**src/rtl/alu_operand_regfile.sv**
```systemverilog
// rtl/alu_operand_regfile.sv - operand register file and micro-op sequencer around the datapath ALU
module alu_operand_regfile #(
  parameter int DATA_W   = 16,
  parameter int NUM_REGS = 8,
  parameter int ADDR_W   = 3,
  parameter int ALU_LAT  = 4
) (
  input  logic              clk,
  input  logic              rst_n,
  input  logic              req_valid,
  output logic              req_ready,
  input  logic [3:0]        req_op,
  input  logic [ADDR_W-1:0] req_srca,
  input  logic [ADDR_W-1:0] req_srcb,
  input  logic [ADDR_W-1:0] req_dst,
  input  logic              req_we,
  input  logic              ld_valid,
  output logic              ld_ready,
  input  logic [ADDR_W-1:0] ld_addr,
  input  logic [DATA_W-1:0] ld_data,
  output logic [DATA_W-1:0] A_bus,
  output logic [DATA_W-1:0] B_bus,
  output logic [3:0]        operation,
  output logic              enable,
  input  logic [DATA_W-1:0] C_bus,
  input  logic              Z_flag,
  output logic              done,
  output logic              z_out,
  input  logic [ADDR_W-1:0] rd_addr,
  output logic [DATA_W-1:0] rd_data
);

  localparam int CNT_W = (ALU_LAT > 1) ? $clog2(ALU_LAT) : 1;

  typedef enum logic [1:0] {S_IDLE, S_ISSUE, S_WAIT, S_WB} state_t;

  state_t            state;
  logic [DATA_W-1:0] regs [NUM_REGS];
  logic [CNT_W-1:0]  cnt;
  logic [ADDR_W-1:0] dst_q;
  logic              we_q;
  logic              in_idle;

  // Loads win over micro-ops whenever both are offered in IDLE.
  assign in_idle   = (state == S_IDLE);
  assign ld_ready  = in_idle && ld_valid;
  assign req_ready = in_idle && !ld_valid;
  assign rd_data   = regs[rd_addr];

  always_ff @(posedge clk) begin
    if (!rst_n) begin
      state     <= S_IDLE;
      A_bus     <= '0;
      B_bus     <= '0;
      operation <= '0;
      enable    <= 1'b0;
      done      <= 1'b0;
      z_out     <= 1'b0;
      cnt       <= '0;
      dst_q     <= '0;
      we_q      <= 1'b0;
      for (int i = 0; i < NUM_REGS; i++) regs[i] <= '0;
    end else begin
      enable <= 1'b0;
      done   <= 1'b0;
      case (state)
        S_IDLE: begin
          if (ld_valid) begin
            regs[ld_addr] <= ld_data;
          end else if (req_valid) begin
            A_bus     <= regs[req_srca];
            B_bus     <= regs[req_srcb];
            operation <= req_op;
            dst_q     <= req_dst;
            we_q      <= req_we;
            enable    <= 1'b1;
            state     <= S_ISSUE;
          end
        end
        S_ISSUE: begin
          cnt   <= CNT_W'(ALU_LAT - 1);
          state <= S_WAIT;
        end
        S_WAIT: begin
          // done is registered, so it rises together with the WB state.
          if (cnt == '0) begin
            state <= S_WB;
            done  <= 1'b1;
          end else begin
            cnt <= cnt - 1'b1;
          end
        end
        S_WB: begin
          if (we_q) regs[dst_q] <= C_bus;
          z_out <= Z_flag;
          state <= S_IDLE;
        end
        default: state <= S_IDLE;
      endcase
    end
  end

endmodule

```
**config.mk**
```make
export PLATFORM = sky130hd
export DESIGN_NAME = alu_operand_regfile
export DESIGN_NICKNAME = d
export VERILOG_FILES = /design/src/rtl/alu_operand_regfile.sv
export SDC_FILE = /design/constraint.sdc
export NUM_CORES = 1
export LEC_CHECK = 0
export ABC_AREA = 1
export CORE_MARGIN = 2
export CORE_UTILIZATION = 55
export CTS_CLUSTER_DIAMETER = 200
export DETAILED_ROUTE_END_ITERATION = 10
export GPL_TIMING_DRIVEN = 0
export PLACE_DENSITY = 0.77
export SYNTH_ARGS = -nofsm -noshare
export SYNTH_HDL_FRONTEND = slang
export SYNTH_SLANG_ARGS = --single-unit
export TNS_END_PERCENT = 100
```
**constraint.sdc**
```tcl
create_clock -name clk -period 4 [get_ports clk]
set_input_delay 1.2 -clock clk [delete_from_list [all_inputs] [get_ports clk]]
set_output_delay 1.2 -clock clk [all_outputs]
set_load 0.05 [all_outputs]
```
==> results summary <==
The power density normalized to cell area came out at approximately 440 nW/µm². The share of layout cells above drive strength 1 is under 10%. The die width came out at 140 µm. After routing, the total negative slack on setup checks comes to 0 ps.

For this configuration, the core starts out at a cell density of between 50% and 60%. The worst reg-to-reg path cell count came out at 8. The wire length of the first global-routing pass is 58500 µm. The leftover overflow at the end of global routing is 0. For the pin with the worst max-slew slack, the measured transition is between 800 and 900 ps. Setup violations remaining at the end of the flow were counted as 0. The overall power is about 0.0053 W. The cell leakage power came out at between 5 and 6 nW. The final routed DRC violation total came out at 0. The number of unique standard cell types used by synthesis came out at 27.

The core region is around 18000 µm². Compared with the post-synthesis result, the final layout area differs by 19.4%. The final-report hold violation count came out at 0. The worst relative slew slack is 39.9%. The cell area after synthesis is 10100 µm². STA classifies the critical path endpoint as an output port.

Summing all non-filler instances in the final layout gives an area of between 10000 and 15000 µm². The final weighted congestion in routability-driven placement came out at slightly above 1. nand2_1 is the most common cell in the netlist. The root buffer cell is clkbuf_16. By startpoint and endpoint, the worst setup path is classified as in -> out. The cell type contributing the most total cell area after synthesis is edfxtp_1.

For this run, the top clock speed supported by timing is between 200 and 300 MHz. The tree built by TritonCTS fans out to around 180 sinks. The flop and latch count out of synthesis is ~180. The ratio of final minimum period to clock period is just under 100%. The TritonCTS clock tree is yes. At the worst endpoint, the required time is 2800 ps. The detail route stage leaves a number of antenna-violating nets equal to 0. Measured along the y axis, the die boundary spans around 140 µm. Sorting the synthesized cells by area gives the leading types as edfxtp_1 38%, nand2_1 12%, nand3_1 10%.

The count of cells along the worst hold path came out at 2. The net count of the finished layout is roughly 1600. Setup repair after global routing could not meet its margin everywhere. The deepest level of the CTS H-tree came out at 4.

The number of antenna violations at the first check in global routing came to 0. The largest clock skew in the final design is around 14 ps. In this run the tool buffered the top-level ports with 108 buffer cells.

The worst setup path is launched from an input port. By count the netlist is led by 330 x nand2_1, 208 x nand3_1, 149 x inv_1, 134 x nor2_1, 128 x edfxtp_1. The share of flip-flops with an asynchronous set or reset after synthesis came out at 0%.

Clock latency on the worst-skew pair, taken at its later pin, is 450 ps. The slack of the worst reg-to-reg path came out at about 1100 ps. The synthesized instance count came out at about 1400. The floorplan step defined a die boundary enclosing 19500 µm². The startpoint identified for the worst hold timing path is operation[3]$_SDFFE_PN0P_. In the routed layout, each cell is associated on average with a via count of 6.07. Across every metal layer, demand over resource in global routing totals 39.7%. After floorplanning, the core was divided into between 40 and 50 placement rows. After detailed routing, the total wire length is roughly 39000 µm. The count of max-cap constraint violations came out at 0. The number of enable flip-flop cells after synthesis is roughly 130. The largest fanout on the critical path came out at 10. In the final routed layout, each cell accounts on average for 22.3 µm. In this run the critical register-to-register path is launched from state[0]$_SDFFE_PN0P_. For hold timing, the worst endpoint is operation[3]$_SDFFE_PN0P_. The number of vias after detailed routing is between 10000 and 15000. The area after detailed placement came out at about 11000 µm².

The path category of the worst min-delay check is reg -> reg. The number of hold buffers added after CTS was 0. The clock period minus final worst setup slack is roughly 4000 ps. The largest net degree at the start of global routing is 20. The synthesized netlist net count is between 1000 and 1500.

Before antenna repair, the detailed router went through 7 iterations. The via count of the first global-routing pass came out at a little under 10000. The number of buffers inserted during clock tree synthesis is 17. During synthesis, Yosys emitted a total of 0 warnings.

The total count of max-transition violations in the final report came out at 0. The detailed placement HPWL came out at between 20000 and 30000 µm. Counting along the longest clock path gives a buffer depth of 2.

VDD sags by at most between 0.0003 and 0.0004 V. The flow ran to the end, and the final reports show no timing, DRC or antenna violations. STA puts the critical path data arrival time at roughly 2800 ps.

The violation count after the first detailed-routing iteration came out at 1494. The average size of a mapped cell is around 7.4 µm². After clock tree synthesis, the clock-pin slew on the worst setup and hold paths is 70 ps.

The antenna diode count is 0. In the synthesized netlist the dominant register cell turns out to be edfxtp_1. The area fraction of the dominant cell type after synthesis came out at between 30% and 40%. The endpoint identified for the worst register-to-register timing path is regs[7][10]$_SDFFCE_PN0P_. The sequential element share of the synthesized area came out at approximately 47%. The I/O pin count is approximately 110.
## how the worst max path moves through the flow
stage	from	endpoint	slack (ps)
2_1_floorplan	rd_addr[0]	rd_data[15]	460
3_3_place_gp	rd_addr[0]	rd_data[15]	-1010
3_5_place_dp	rd_addr[0]	rd_data[15]	-1000
4_1_cts	rd_addr[0]	rd_data[0]	10
5_1_grt	rd_addr[0]	rd_data[8]	-10
6_report	rd_addr[0]	rd_data[15]	30
## worst max-delay path, cell delays in order
cell and delay, ps:
clkdlybuf4s50_1 500, inv_2 110, buf_2 220, a21oi_1 140, o21ai_0 110, nand3_1 80, o21a_1 220, buf_6 190
## through the flow
stage	cells	setup slack, ps	util (%)	hold WS (ps)
3_3_place_gp	1700	-1010	63.8	446
6_report	1731	34.1	67.1	471
5_1_grt	1731	-9.96	67.1	485
3_5_place_dp	1700	-1000	63.8	454
2_1_floorplan	1363	457	-	430
4_1_cts	1731	12.3	66.8	467
## power breakdown
part           internal (W)  switching, W  leakage (nW)
Combinational      0.000433       0.00101          3.44
Sequential          0.00212     0.0000903          1.71
Clock              0.000841      0.000845         0.288
Total               0.00339       0.00195          5.44
## sequential cells by signal, indices dropped and copies added (netlist names)
| name | cells |
|---|---|
| cnt | 2 |
| we_q | 1 |
| A_bus | 16 |
| operation | 4 |
| state | 2 |
| regs | 128 |
| dst_q | 3 |
| enable | 1 |
| B_bus | 16 |
| z_out | 1 |
| done | 1 |
## routing by layer
| layer | up-vias | track usage (%) | wire length (µm) |
|---|---|---|---|
| li1 | 4721 | - | - |
| met5 | - | 0 | 0 |
| met1 | 4758 | 56.0 | 14900 |
| met2 | 933 | 60.5 | 16800 |
| met3 | 88 | 10.7 | 5720 |
| met4 | 0 | 11.5 | 1030 |
## cells by family after synthesis
group | synth area share, %
mux | 1.62
flops | 47.3
fa+ha+maj | 0.741
buf+inv | 9.92
xor+xnor | 0.0865
compound gates | 12.0
simple gates | 28.4
## cell usage in the layout (no fill, tap or decap), types with 2 or more instances in the layout
| cell | instances |
|---|---|
| nor2_1 | 134 |
| nor2_2 | 2 |
| o21ai_1 | 2 |
| clkbuf_4 | 3 |
| ha_1 | 6 |
| dfxtp_1 | 47 |
| nand3_1 | 208 |
| clkinv_4 | 2 |
| edfxtp_1 | 128 |
| clkdlybuf4s50_1 | 92 |
| o21ai_2 | 2 |
| nand2_1 | 330 |
| inv_8 | 6 |
| clkbuf_1 | 59 |
| o21ai_0 | 101 |
| mux2i_1 | 15 |
| buf_6 | 17 |
| clkbuf_16 | 17 |
| o21a_1 | 18 |
| nor3_1 | 2 |
| nand2_2 | 8 |
| buf_2 | 9 |
| clkbuf_2 | 6 |
| a21oi_1 | 108 |
| inv_2 | 5 |
| buf_1 | 7 |
| buf_4 | 8 |
| inv_1 | 149 |
| clkinv_8 | 3 |
| inv_6 | 3 |
## area by class of cell
cell class,count,area [µm²]
plain buffers,93,468
clock buffers,17,425
clock inverters,14,160
fillers,1486,5940
inverters,154,578
multi-input cells,941,4340
flip-flops and latches,175,4780
well taps,229,287
repair buffers,108,1050
## repair_timing
item | CTS | global route
buffers inserted | 0 | 0
endpoints found under the setup margin | 16 | 16
pin swaps | 0 | 0
gates resized for setup | 105 | 26
No activity file was read; power rests on OpenSTA's default activity.
